File: src/rtl/divider.sv
// ============================================================================
// Module      : divider
// Description : Iterative radix-2 restoring divider, signed or unsigned per op.
// Revision    : 1.0 - initial release
// ============================================================================
`default_nettype none

module divider #(
    parameter int WIDTH = 8
) (
    input  logic             clk,
    input  logic             reset,
    input  logic             start,
    input  logic             sign,
    input  logic [WIDTH-1:0] dividend,
    input  logic [WIDTH-1:0] divisor,
    output logic [WIDTH-1:0] quotient,
    output logic [WIDTH-1:0] remainder,
    output logic             div_by_zero,
    output logic             busy,
    output logic             done
);

    localparam int              CW     = (WIDTH > 2) ? $clog2(WIDTH) : 1;
    localparam logic [CW-1:0]   C_LAST = CW'(WIDTH - 1);

    localparam logic [1:0] S_IDLE = 2'd0;
    localparam logic [1:0] S_CALC = 2'd1;
    localparam logic [1:0] S_FIX  = 2'd2;

    logic [1:0]       r_state;
    logic [1:0]       w_next;

    logic             r_sign;
    logic             r_dneg;
    logic             r_vneg;
    logic             r_zero;
    logic [WIDTH-1:0] r_dvd;
    logic [WIDTH-1:0] r_q;
    logic [WIDTH-1:0] r_vmag;
    logic [WIDTH-1:0] r_rem;
    logic [CW-1:0]    r_cnt;

    logic [WIDTH-1:0] w_dvd_mag;
    logic [WIDTH-1:0] w_dvs_mag;
    logic [WIDTH:0]   w_shift;
    logic             w_ge;
    logic [WIDTH-1:0] w_sub;
    logic [WIDTH-1:0] w_qfix;
    logic [WIDTH-1:0] w_rfix;

    assign w_dvd_mag = (sign && dividend[WIDTH-1]) ? (WIDTH'(0) - dividend) : dividend;
    assign w_dvs_mag = (sign && divisor[WIDTH-1])  ? (WIDTH'(0) - divisor)  : divisor;

    // r_q starts as the dividend magnitude and is shifted out MSB first while
    // quotient bits enter at the LSB, so it ends holding the quotient magnitude.
    assign w_shift = {r_rem, r_q[WIDTH-1]};
    assign w_ge    = (w_shift >= {1'b0, r_vmag});
    assign w_sub   = w_shift[WIDTH-1:0] - r_vmag;

    assign w_qfix = (r_sign && (r_dneg ^ r_vneg)) ? (WIDTH'(0) - r_q)   : r_q;
    assign w_rfix = (r_sign && r_dneg)            ? (WIDTH'(0) - r_rem) : r_rem;

    always_ff @(posedge clk or posedge reset) begin
        if (reset) begin
            r_state <= S_IDLE;
        end else begin
            r_state <= w_next;
        end
    end

    always_comb begin
        w_next = r_state;
        case (r_state)
            S_IDLE: begin
                if (start) begin
                    w_next = (divisor == '0) ? S_FIX : S_CALC;
                end
            end
            S_CALC: begin
                if (r_cnt == C_LAST) begin
                    w_next = S_FIX;
                end
            end
            S_FIX:   w_next = S_IDLE;
            default: w_next = S_IDLE;
        endcase
    end

    always_comb begin
        busy = (r_state != S_IDLE);
    end

    always_ff @(posedge clk or posedge reset) begin
        if (reset) begin
            r_sign      <= 1'b0;
            r_dneg      <= 1'b0;
            r_vneg      <= 1'b0;
            r_zero      <= 1'b0;
            r_dvd       <= '0;
            r_q         <= '0;
            r_vmag      <= '0;
            r_rem       <= '0;
            r_cnt       <= '0;
            quotient    <= '0;
            remainder   <= '0;
            div_by_zero <= 1'b0;
            done        <= 1'b0;
        end else begin
            done <= 1'b0;
            case (r_state)
                S_IDLE: begin
                    if (start) begin
                        r_sign <= sign;
                        r_dneg <= dividend[WIDTH-1];
                        r_vneg <= divisor[WIDTH-1];
                        r_zero <= (divisor == '0);
                        r_dvd  <= dividend;
                        r_q    <= w_dvd_mag;
                        r_vmag <= w_dvs_mag;
                        r_rem  <= '0;
                        r_cnt  <= '0;
                    end
                end
                S_CALC: begin
                    r_rem <= w_ge ? w_sub : w_shift[WIDTH-1:0];
                    r_q   <= {r_q[WIDTH-2:0], w_ge};
                    r_cnt <= r_cnt + CW'(1);
                end
                S_FIX: begin
                    done <= 1'b1;
                    if (r_zero) begin
                        quotient    <= '1;
                        remainder   <= r_dvd;
                        div_by_zero <= 1'b1;
                    end else begin
                        quotient    <= w_qfix;
                        remainder   <= w_rfix;
                        div_by_zero <= 1'b0;
                    end
                end
                default: ;
            endcase
        end
    end

endmodule

`default_nettype wire

File: config.mk
export PLATFORM = sky130hd
export DESIGN_NAME = divider
export DESIGN_NICKNAME = d
export VERILOG_FILES = /design/src/rtl/divider.sv
export SDC_FILE = /design/constraint.sdc
export NUM_CORES = 1
export LEC_CHECK = 0
export BUFFER_PORTS_ARGS = -buffer_cell sky130_fd_sc_hd__buf_2
export CORE_MARGIN = 2
export CORE_UTILIZATION = 35
export CTS_CLUSTER_SIZE = 14
export DETAILED_ROUTE_END_ITERATION = 10
export HOLD_SLACK_MARGIN = 0.1
export SETUP_SLACK_MARGIN = 0.2
export SLEW_MARGIN = 20
export SYNTH_ARGS = -nofsm -noshare
export SYNTH_HDL_FRONTEND = slang
export SYNTH_SLANG_ARGS = --single-unit
export TNS_END_PERCENT = 30
File: constraint.sdc
create_clock -name clk -period 4.5 [get_ports clk]
set_input_delay 0.9 -clock clk [delete_from_list [all_inputs] [get_ports clk]]
set_output_delay 0.9 -clock clk [all_outputs]
set_load 0.005 [all_outputs]
# [Word level (Yosys, flattened, before mapping)]
# Index checks and enable logic that the tools add are counted.
# Widths: inputs -> output; s select.
[op_classes] n_addsub=6 n_lt_le_gt_ge=1 eq_ne=5 muxes=19 bitwise=1 reduce_logical=11
[op_table] op="$mux 8" n=9
[op_table] op="$pmux 8 s2" n=2
[op_table] op="$sub 1x8->8 const A" n=4
[op_table] op="$ge 9x8->1" n=1
[op_table] op="$logic_not 8->1" n=1
[op_table] op="$sub 8x8->8" n=1
[op_table] op="$mux 2" n=3
[op_table] op="$pmux 3 s2" n=1
[op_table] op="$reduce_and 2->1" n=3
[op_table] op="$logic_and 1x1->1" n=4
[op_table] op="$ne 2x2->1 const B" n=2
[op_table] op="$pmux 2 s2" n=1
[op_table] op="$reduce_bool 2->1" n=2
[op_table] op="$add 3x1->3 const B" n=1
[op_table] op="$eq 3x3->1 const B" n=1
[op_table] op="$mux 3" n=1
[op_table] op="$eq 2x1->1 const B" n=1
[op_table] op="$eq 2x2->1 const B" n=1
[op_table] op="$logic_not 2->1" n=1
[op_table] op="$mux 1" n=2
[op_table] op="$xor 1x1->1" n=1
[word_totals] ff_bits=59 input_bits=20 out_inout_bits=19

# [Longest topological paths before layout]
# Gate-level depths: netlist of the first run.
[logic_depth] ltp_word=4 ltp_mapped=9 depth_no_buf=9

# [Least setup slack after synthesis of the first run]
# No wires, ideal clock.
[synth_timing] kind="reg2reg" from="reg r_q[7]" to="reg r_rem[6]" t_arrival_ns=1.934 t_required_ns=4.431 setup_slack_ns=2.496 path_stages_with_launch=10 period_less_slack_ns=2.004 cell_sequence="dfrtp_1 -> inv_1 -> ha_1 -> inv_1 -> fa_1 -> a211o_1 -> a2111oi_0 -> nand4b_1 -> o211ai_1 -> nand3_1"
[synth_between] elab_chain_len=3 word_cells_on_any_way=4
[synth_rtl] item="from (decl)" line="39" text="logic [WIDTH-1:0] r_q;"
[synth_rtl] item="from (signal assigned)" line="119" text="r_q <= w_dvd_mag;"
[synth_rtl] item="from (signal assigned)" line="127" text="r_q <= {r_q[WIDTH-2:0], w_ge};"
[synth_rtl] item="$sub 8x8->8 or $ge 9x8->1 (tied branches)" line="59, 58"
[synth_rtl] item="$mux 8 (*)" line="126" text="r_rem <= w_ge ? w_sub : w_shift[WIDTH-1:0];"
[synth_rtl] item="$pmux 8 s2 (*)" line="111" text="case (r_state)"
[synth_rtl] item="to (signal assigned)" line="126"
[synth_rtl] item="to (decl)" line="41" text="logic [WIDTH-1:0] r_rem;"
# Every way passes the cells marked *; elsewhere a longest branch is shown, timed or not.
# A chain may end at the register's enable or synchronous reset.

# [Worst setup path after layout of the first run]
# Same ends and word-level chain as after synthesis.

==> qor_table.md, run 1 <==
| Group | Quantity | This run |
|---|---|---|
| status | Result of the run | finished, final reports clean |
| clock tree | Count of instances resized after the clock tree is built | 0 |
| routing | Vias post-DR | 2885 |
| yosys | Avg Cell Area, Syn | 8.56 um2 |
| clock tree | Sinks on the clock net | 58 |
| yosys | Post-Syn Area | 3420 um2 |
| placement | Final weighted congestion in routability-driven placement | 0.847 |
| yosys | Netlist cell types | 49 |
| yosys | Most frequently used flop master after synthesis | sky130_fd_sc_hd__dfrtp_1 |
| setup path | Critical Path Fanout Max | 3 |
| global routing | Number of antenna violations at the first check in global routing | 0 |
| routing | Routed vias/inst | 5.02 |
| yosys | Sequential-to-total area share from yosys stat | 42.5% |
| power and ir drop | Fraction of power spent switching nets | 44.3% |
| setup path | Worst R2R Path Depth | 9 |
| timing | Portion of the clock cycle consumed by the worst path in the final layout | 50.5% |
| global routing | Overall overflow remaining after global route | 0 |
| power and ir drop | Pwr dens | 793 nW/um2 |
| floorplan | Placement row count | 36 |
| min path | Class of the tightest hold or removal check | reg2reg |
| routing | DR DRC count | 0 |
| min path | Hold Path Stages | 2 |
| cells and area | Growth of design area from synthesis to finish | 15.7% |
| setup path | Arrival time at the worst endpoint | 2.56 ns |
| clock tree | CTS tree | done |
| timing | Rel. slew slack | 53.5% |
| yosys | Asr flop ratio synth | 100% |
| yosys | Biggest area contributors in the synthesized netlist | sky130_fd_sc_hd__dfrtp_1 42%, sky130_fd_sc_hd__nand2_1 7.5%, sky130_fd_sc_hd__o21ai_0 5.4% |
| clock tree | Clock transition at the registers of the reported paths | 0.07 ns |
| timing | Pins over their slew limit | 0 |
| clock tree | Skew-Pair Late Insertion Delay | 0.35 ns |
| power and ir drop | Max rail drop VDD | 0.241 mV |
| yosys | Seq cells post-synth | 58 |
| yosys | Gate count after technology mapping | 399 |
| power and ir drop | Part of the total power dissipated in combinational logic | 50.9% |
| timing | Setup TNS | 0 ns |
| cells and area | Share of final-layout standard cells stronger than drive strength 1 | 15.6% |
| timing | RSZ-0062 raised after global routing | false |
| timing | Post-route minimum period | 2.27 ns |
| clock tree | Num CTS Buffers | 9 |
| yosys | Most numerous cell types in the synthesized netlist | 68 x sky130_fd_sc_hd__nand2_1, 58 x sky130_fd_sc_hd__dfrtp_1, 38 x sky130_fd_sc_hd__nor2_1, 37 x sky130_fd_sc_hd__o21ai_0, 26 x sky130_fd_sc_hd__a21oi_1 |
| setup path | Worst setup path class | reg2reg |
| timing | Post-route worst setup slack | 2.23 ns |
| global routing | Via count of the first global-routing pass | 2719 |
| power and ir drop | Sequential share of power | 32.1% |
| power and ir drop | PnR Total Power | 3.13 mW |
| placement | Worst Setup Slack post-DPL | 2.19 ns |
| yosys | Area share of the leading cell type in the synthesized netlist | 42.5% |
| routing | DRC marker count from the first detailed-route iteration | 128 |
| timing | Final Skew | 0.0113 ns |
| power and ir drop | Power share of the clock group | 17.0% |
| yosys | Library cell with the largest summed area after synthesis | sky130_fd_sc_hd__dfrtp_1 |
| yosys | Nets in the synthesized netlist | 434 |
| floorplan | Height of the chip | 103 um |
| yosys | Post-synth EDFFs | 0 |
| clock tree | Setup Buffers After CTS | 0 |
| timing | Total of endpoints with negative setup slack in the final report | 0 |
| placement | Number of buffers added on ports | 38 |
| floorplan | Overall die area | 10600 um2 |
| cells and area | Number of nets at the end of the flow | 472 |
| global routing | Global-route wire length before repair | 13.6 mm |
| global routing | GRT Resource Usage Total | 16.8% |
| timing | Maximum achievable frequency | 440 MHz |
| clock tree | Maximum clock insertion buffer count | 2 |
| routing | Total wire length | 8.35 mm |
| yosys | Number of warning messages in the yosys log | 0 |
| routing | Router iterations before antenna repair | 4 |
| clock tree | Maximum level of the CTS H-tree | 3 |
| power and ir drop | P_sw | 1.39 mW |
| routing | Average detailed-routed wire length per instance | 14.5 um |
| floorplan | Width of the die | 103 um |
| clock tree | Hold Buf Count CTS | 0 |
| power and ir drop | Internal power summed over all cells | 1.74 mW |
| job | Max capacitance violation total | 0 |
| global routing | Pin count of the biggest net entering global routing | 39 |
| floorplan | Area of the core | 9640 um2 |
| timing | Hold Fails Final Rpt | 0 |
| setup path | Kind of launch point of the worst setup path | flip-flop |
| routing | Post-route antenna net violation count | 0 |
| timing | Worst Max-Slew Pin Slew | 0.696 ns |
| floorplan | Effective utilization at floorplan | 35.4% |
| placement | Dpl hpwl | 6.16 mm |
| yosys | Most frequent cell after synthesis | sky130_fd_sc_hd__nand2_1 |
| clock tree | Buffer type at the clock tree root | sky130_fd_sc_hd__clkbuf_8 |
| power and ir drop | Leakage power figure | 1.84 nW |
| floorplan | Boundary Pins | 39 |
| cells and area | Ant. Diodes | 0 |
| timing | Fin Hold WS | 0.475 ns |
| setup path | Endpoint required time on the critical path | 4.79 ns |
| setup path | Endpoint type of the worst setup path | flip-flop |
final timing paths:
path / startpoint / to / slack, ns
worst max-delay path: r_q[7]$_DFFE_PP0P_ / r_rem[6]$_DFFE_PP0P_ / 2.23
worst min-delay path: div_by_zero$_DFFE_PP0P_ / div_by_zero$_DFFE_PP0P_ / 0.47
worst max register to register: r_q[7]$_DFFE_PP0P_ / r_rem[6]$_DFFE_PP0P_ / 2.23
worst min register to register: div_by_zero$_DFFE_PP0P_ / div_by_zero$_DFFE_PP0P_ / 0.47
max in group asynchronous: reset / r_rem[7]$_DFFE_PP0P_ / 2.99
min in group asynchronous: reset / done$_DFF_PP0_ / 0.63
metal layers:
layer,share of wire [%],track usage (%),wire [um],vias to the layer above
li1,-,-,-,1461
met1,50,24.0,4170,1358
met2,44,25.5,3690,58
met3,4.8,4.34,403,8
met4,1.0,4.05,85,0
met5,0,0,0,-
metrics by stage:
stage | instance area [um2] | util, % | cells
final | 3950 | 41.0 | 575
after detailed placement | 3730 | 38.7 | 559
after global placement | 3730 | 38.7 | 559
after CTS | 3950 | 41.0 | 575
after global routing | 3950 | 41.0 | 575
after floorplan | 3420 | - | 399
power by group through the flow:
stage,Clock [mW],Sequential (mW),Combinational [mW]
after global placement,0,1.00,1.57
final,0.534,1.01,1.59
after CTS,0.544,1.01,1.60
after global routing,0.571,1.04,1.82
after floorplan,0,0.938,1.26
after detailed placement,0,1.01,1.60
logic make-up (layout without fill, tap and decap cells):
logic type	Yosys count	count (layout)	share of synthesized area, %
AO/OA/AOI/OAI	104	104	19.3
XOR/XNOR	25	25	6.41
adder cells (fa/ha/maj)	15	15	5.71
buffers and inverters	40	83	4.76
flip-flops	58	58	42.5
multiplexers	5	5	1.46
AND/OR/NAND/NOR	152	152	19.9
flip-flops by register name, indices dropped and copies added (netlist names):
name	count
quotient	8
r_q	8
r_rem	8
r_vmag	8
remainder	8
r_dvd	7
r_cnt	3
r_state	2
div_by_zero	1
done	1
r_dneg	1
r_sign	1
r_vneg	1
r_zero	1
layout by cell type (no fill, tap or decap), drive strengths merged, types with 2 or more instances in the layout:
cell type | netlist | layout
clkinv | 0 | 3
a21oi | 27 | 27
ha | 14 | 14
bufinv | 0 | 2
o211ai | 5 | 5
nor3 | 9 | 9
buf | 6 | 42
nand2b | 5 | 5
xor2 | 8 | 8
mux2i | 5 | 5
inv | 25 | 25
or3 | 3 | 3
nor2 | 38 | 38
nand4 | 6 | 6
nand2 | 68 | 68
a22oi | 8 | 8
nor2b | 4 | 4
o21ai | 41 | 41
dfrtp | 58 | 58
a31oi | 8 | 8
clkinvlp | 0 | 2
nand3 | 12 | 12
clkbuf | 9 | 9
o31ai | 2 | 2
nor3b | 2 | 2
xnor2 | 17 | 17
cell type report:
class                   instances  area (um2)
clock buffers                   9         124
clock inverters                 7        93.8
fillers                      1002        5690
inverters                      25        93.8
multi-input cells             301        1800
flip-flops and latches         58        1450
well taps                     133         166
repair buffers                 42         220
worst max-delay path, stage by stage (launching register included):
cell and delay [ns]:
sky130_fd_sc_hd__dfrtp_1 0.42, sky130_fd_sc_hd__inv_1 0.09, sky130_fd_sc_hd__ha_1 0.19, sky130_fd_sc_hd__inv_1 0.06, sky130_fd_sc_hd__fa_1 0.40, sky130_fd_sc_hd__a211o_1 0.31, sky130_fd_sc_hd__a2111oi_0 0.38, sky130_fd_sc_hd__nand4b_1 0.17
sky130_fd_sc_hd__o211ai_1 0.10, sky130_fd_sc_hd__nand3_1 0.10
No activity file was read; power rests on OpenSTA's default activity.
==> run 2: changes to the inputs <==
Clock period 4.5 ns to 1.8 ns, I/O delays scaled along.
==> run 2 against run 1 <==
The flow now finishes with violations (setup timing). Die area unchanged. Design area increased by 12%. Clock skew decreased by 0.0057 ns. Setup slack got worse by 2.4 ns. Flip-flop and latch count unchanged. Sequential power increased by 140%. Critical path type unchanged. Largest cell class unchanged. Highest routed layer unchanged.
==> qor_table.md, run 2 (synthesized netlist as in run 1, its figures left out) <==
| Group | Quantity | This run | vs previous |
|---|---|---|---|
| clock tree | Sinks on the clock net | 58 | unchanged |
| routing | Total wire length | 8.66 mm | +3.7% |
| global routing | Number of antenna violations at the first check in global routing | 0 | unchanged |
| min path | Class of the tightest hold or removal check | in2reg |  |
| timing | Post-route worst setup slack | -0.182 ns | -2.41 ns |
| routing | Vias post-DR | 3079 | +6.7% |
| routing | Average detailed-routed wire length per instance | 14.2 um | -2.0% |
| routing | Post-route antenna net violation count | 0 | unchanged |
| routing | DR DRC count | 0 | unchanged |
| placement | Dpl hpwl | 6.22 mm | +1.1% |
| timing | Setup TNS | -0.568 ns | -0.568 ns |
| power and ir drop | Fraction of power spent switching nets | 43.1% | -1.2 points |
| clock tree | Maximum clock insertion buffer count | 2 | unchanged |
| cells and area | Final-layout fill cell count | 970 | -3.2% |
| floorplan | Height of the chip | 103 um | unchanged |
| setup path | Worst setup path class | reg2reg |  |
| setup path | Arrival time at the worst endpoint | 2.27 ns | -0.29 ns |
| power and ir drop | Internal power summed over all cells | 5.29 mW | +200% |
| setup path | Endpoint required time on the critical path | 2.09 ns | -2.70 ns |
| floorplan | Boundary Pins | 39 | unchanged |
| floorplan | Width of the die | 103 um | unchanged |
| clock tree | Skew-Pair Late Insertion Delay | 0.35 ns | about the same |
| placement | Final weighted congestion in routability-driven placement | 0.887 | +4.7% |
| global routing | Global-route wire length before repair | 14.2 mm | +4.7% |
| cells and area | Number of nets at the end of the flow | 505 | +7.0% |
| setup path | Critical-path cell list | inv_2, ha_4, inv_2, fa_2, a211o_1, a2111oi_4, nand4b_1, o211ai_1, nand3_1 |  |
| power and ir drop | Part of the total power dissipated in combinational logic | 59.6% | +8.7 points |
| clock tree | CTS tree | done |  |
| timing | Post-route minimum period | 1.98 ns | -0.290 ns |
| routing | Router iterations before antenna repair | 4 | unchanged |
| status | Violations in the final reports | setup timing |  |
| cells and area | Area of the multi-input gates | 1980 um2 | +9.9% |
| setup path | Dominant delay contributor by cell family on the critical path | compound AO/OA/AOI/OAI gates |  |
| status | Result of the run | complete, but fails checks |  |
| floorplan | Area of the core | 9640 um2 | unchanged |
| timing | Worst Max-Slew Pin Slew | 0.481 ns | -0.214 ns |
| floorplan | Effective utilization at floorplan | 35.4% | unchanged |
| routing | Routed vias/inst | 5.06 | +0.93% |
| cells and area | Commonest non-fill, non-tap cells in the layout | 64 x sky130_fd_sc_hd__nand2_1, 56 x sky130_fd_sc_hd__dfrtp_1, 38 x sky130_fd_sc_hd__buf_2 |  |
| setup path | Critical Path Fanout Max | 2 | -1 |
| floorplan | Overall die area | 10600 um2 | unchanged |
| setup path | Flop-to-flop setup slack | -0.18 ns | -2.41 ns |
| power and ir drop | Pwr dens | 2110 nW/um2 | +170% |
| job | Max capacitance violation total | 0 | unchanged |
| cells and area | Growth of design area from synthesis to finish | 29.3% |  |
| power and ir drop | Sequential share of power | 25.7% | -6.4 points |
| timing | Maximum achievable frequency | 504 MHz | +15% |
| setup path | Top cell by count, worst path | sky130_fd_sc_hd__inv_2 |  |
| timing | Total of endpoints with negative setup slack in the final report | 5 | +5 |
| timing | Portion of the clock cycle consumed by the worst path in the final layout | 110% | +60 points |
| cells and area | Ant. Diodes | 0 | unchanged |
| global routing | Overall overflow remaining after global route | 0 | unchanged |
| cells and area | Share of final-layout standard cells stronger than drive strength 1 | 27.6% | +12 points |
| clock tree | Num CTS Buffers | 9 | unchanged |
| power and ir drop | P_sw | 4.02 mW | +190% |
| floorplan | Placement row count | 36 | unchanged |
| timing | Rel. slew slack | 67.8% | +14 points |
| timing | Pins over their slew limit | 0 | unchanged |
| placement | Cell Area, Placed | 3940 um2 | +5.5% |
| global routing | Via count of the first global-routing pass | 2969 | +9.2% |
| routing | DRC marker count from the first detailed-route iteration | 243 | +90% |
| power and ir drop | Leakage power figure | 2.02 nW | +9.9% |
| placement | Number of buffers added on ports | 38 | unchanged |
| clock tree | Maximum level of the CTS H-tree | 3 | unchanged |
| timing | Hold Fails Final Rpt | 0 | unchanged |
| cells and area | Most common library cell in the layout ignoring fill and taps | sky130_fd_sc_hd__nand2_1 |  |
| global routing | GRT Resource Usage Total | 17.4% | +0.60 points |
| setup path | Endpoint type of the worst setup path | flip-flop |  |
| power and ir drop | Max rail drop VDD | 0.727 mV | +200% |
| cells and area | Sequential standard cell area | 1450 um2 | +0.17% |
| timing | RSZ-0062 raised after global routing | true |  |
| timing | Final Skew | 0.00568 ns | -0.00565 ns |
| setup path | Kind of launch point of the worst setup path | flip-flop |  |
| clock tree | Buffer type at the clock tree root | sky130_fd_sc_hd__clkbuf_8 |  |
| global routing | Pin count of the biggest net entering global routing | 59 | +51% |
| setup path | Delay contributed by the slowest stage of the critical path | 0.40 ns | -0.02 ns |
| clock tree | Clock transition at the registers of the reported paths | 0.07 ns | about the same |
| setup path | Number of buffers and inverters on the critical path | 2 | unchanged |
| cells and area | Final instance area | 4420 um2 | +12% |
| setup path | Critical-path top delay cell | sky130_fd_sc_hd__dfrtp_1 |  |
| power and ir drop | Power share of the clock group | 14.7% | -2.3 points |
run 2: cell types whose count changed in the layout (fill, tap and decap cells not counted), moves of 5 or more:
cell and change:
sky130_fd_sc_hd__buf_4 +29, sky130_fd_sc_hd__ha_1 -7, sky130_fd_sc_hd__ha_4 +7, sky130_fd_sc_hd__inv_1 -5
sky130_fd_sc_hd__o21ai_0 -5
run 2: per-layer routing:
metal  track usage [%]  share of wire [%]  vias up
met3              4.61                4.8       16
li1                  -                  -     1531
met1              24.3                 48     1450
met4              5.36                1.7        0
met5                 0                  0        -
met2              26.4                 46       82
run 2: metrics by stage:
step / setup slack [ns] / hold WS [ns] / util, % / cells / power, mW
after floorplan: -0.187 / 0.440 / - / 399 / 5.50
after global placement: -0.216 / 0.458 / 40.9 / 584 / 6.95
after detailed placement: -0.259 / 0.463 / 40.9 / 584 / 7.04
after CTS: -0.170 / 0.262 / 44.7 / 605 / 8.92
after global routing: -0.297 / 0.269 / 45.8 / 608 / 10.1
final: -0.182 / 0.272 / 45.8 / 608 / 9.31
run 2: final cells by class:
type,instances,area share [%]
sequential,58,32.9
multi-input combinational,301,44.8
inverter,25,2.27
tap,133,3.77
clock inverter,7,2.29
clock buffer,9,2.80
timing repair buffer,75,11.1
run 2: worst paths after layout:
kind | startpoint | to | cells past startpoint
min | divisor[7] | r_vneg$_DFFE_PP0P_ | 3
min reg2reg | r_dvd[6]$_DFFE_PP0P_ | r_dvd[6]$_DFFE_PP0P_ | 2
max reg2reg | r_q[7]$_DFFE_PP0P_ | r_rem[6]$_DFFE_PP0P_ | 9
max in group asynchronous | reset | r_dneg$_DFFE_PP0P_ | 4
max | r_q[7]$_DFFE_PP0P_ | r_rem[6]$_DFFE_PP0P_ | 9
min in group asynchronous | reset | remainder[0]$_DFFE_PP0P_ | 4
run 2: timing repair:
| item | CTS | global route |
|---|---|---|
| gates resized for setup | 25 | 22 |
| buffers inserted | 4 | 3 |
| hold buffers | 1 | 0 |
| pin swaps | 18 | 19 |
| hold endpoints to repair | 32 | 0 |
| setup endpoints to repair | 11 | 17 |
run 2: power by group through the flow:
stage               Clock (mW)  Combinational (mW)  Sequential [mW]
floorplan                    0                3.16             2.35
global placement             0                4.59             2.35
detailed placement           0                4.67             2.37
CTS                       1.40                5.14             2.38
global route              1.45                6.18             2.48
finish                    1.37                5.55             2.40
run 2: worst min-delay path, delay by kind of cell:
family / cells / cell delay, ns
buffers and inverters: 1 / 0.12
AND/OR/NAND/NOR: 2 / 0.10
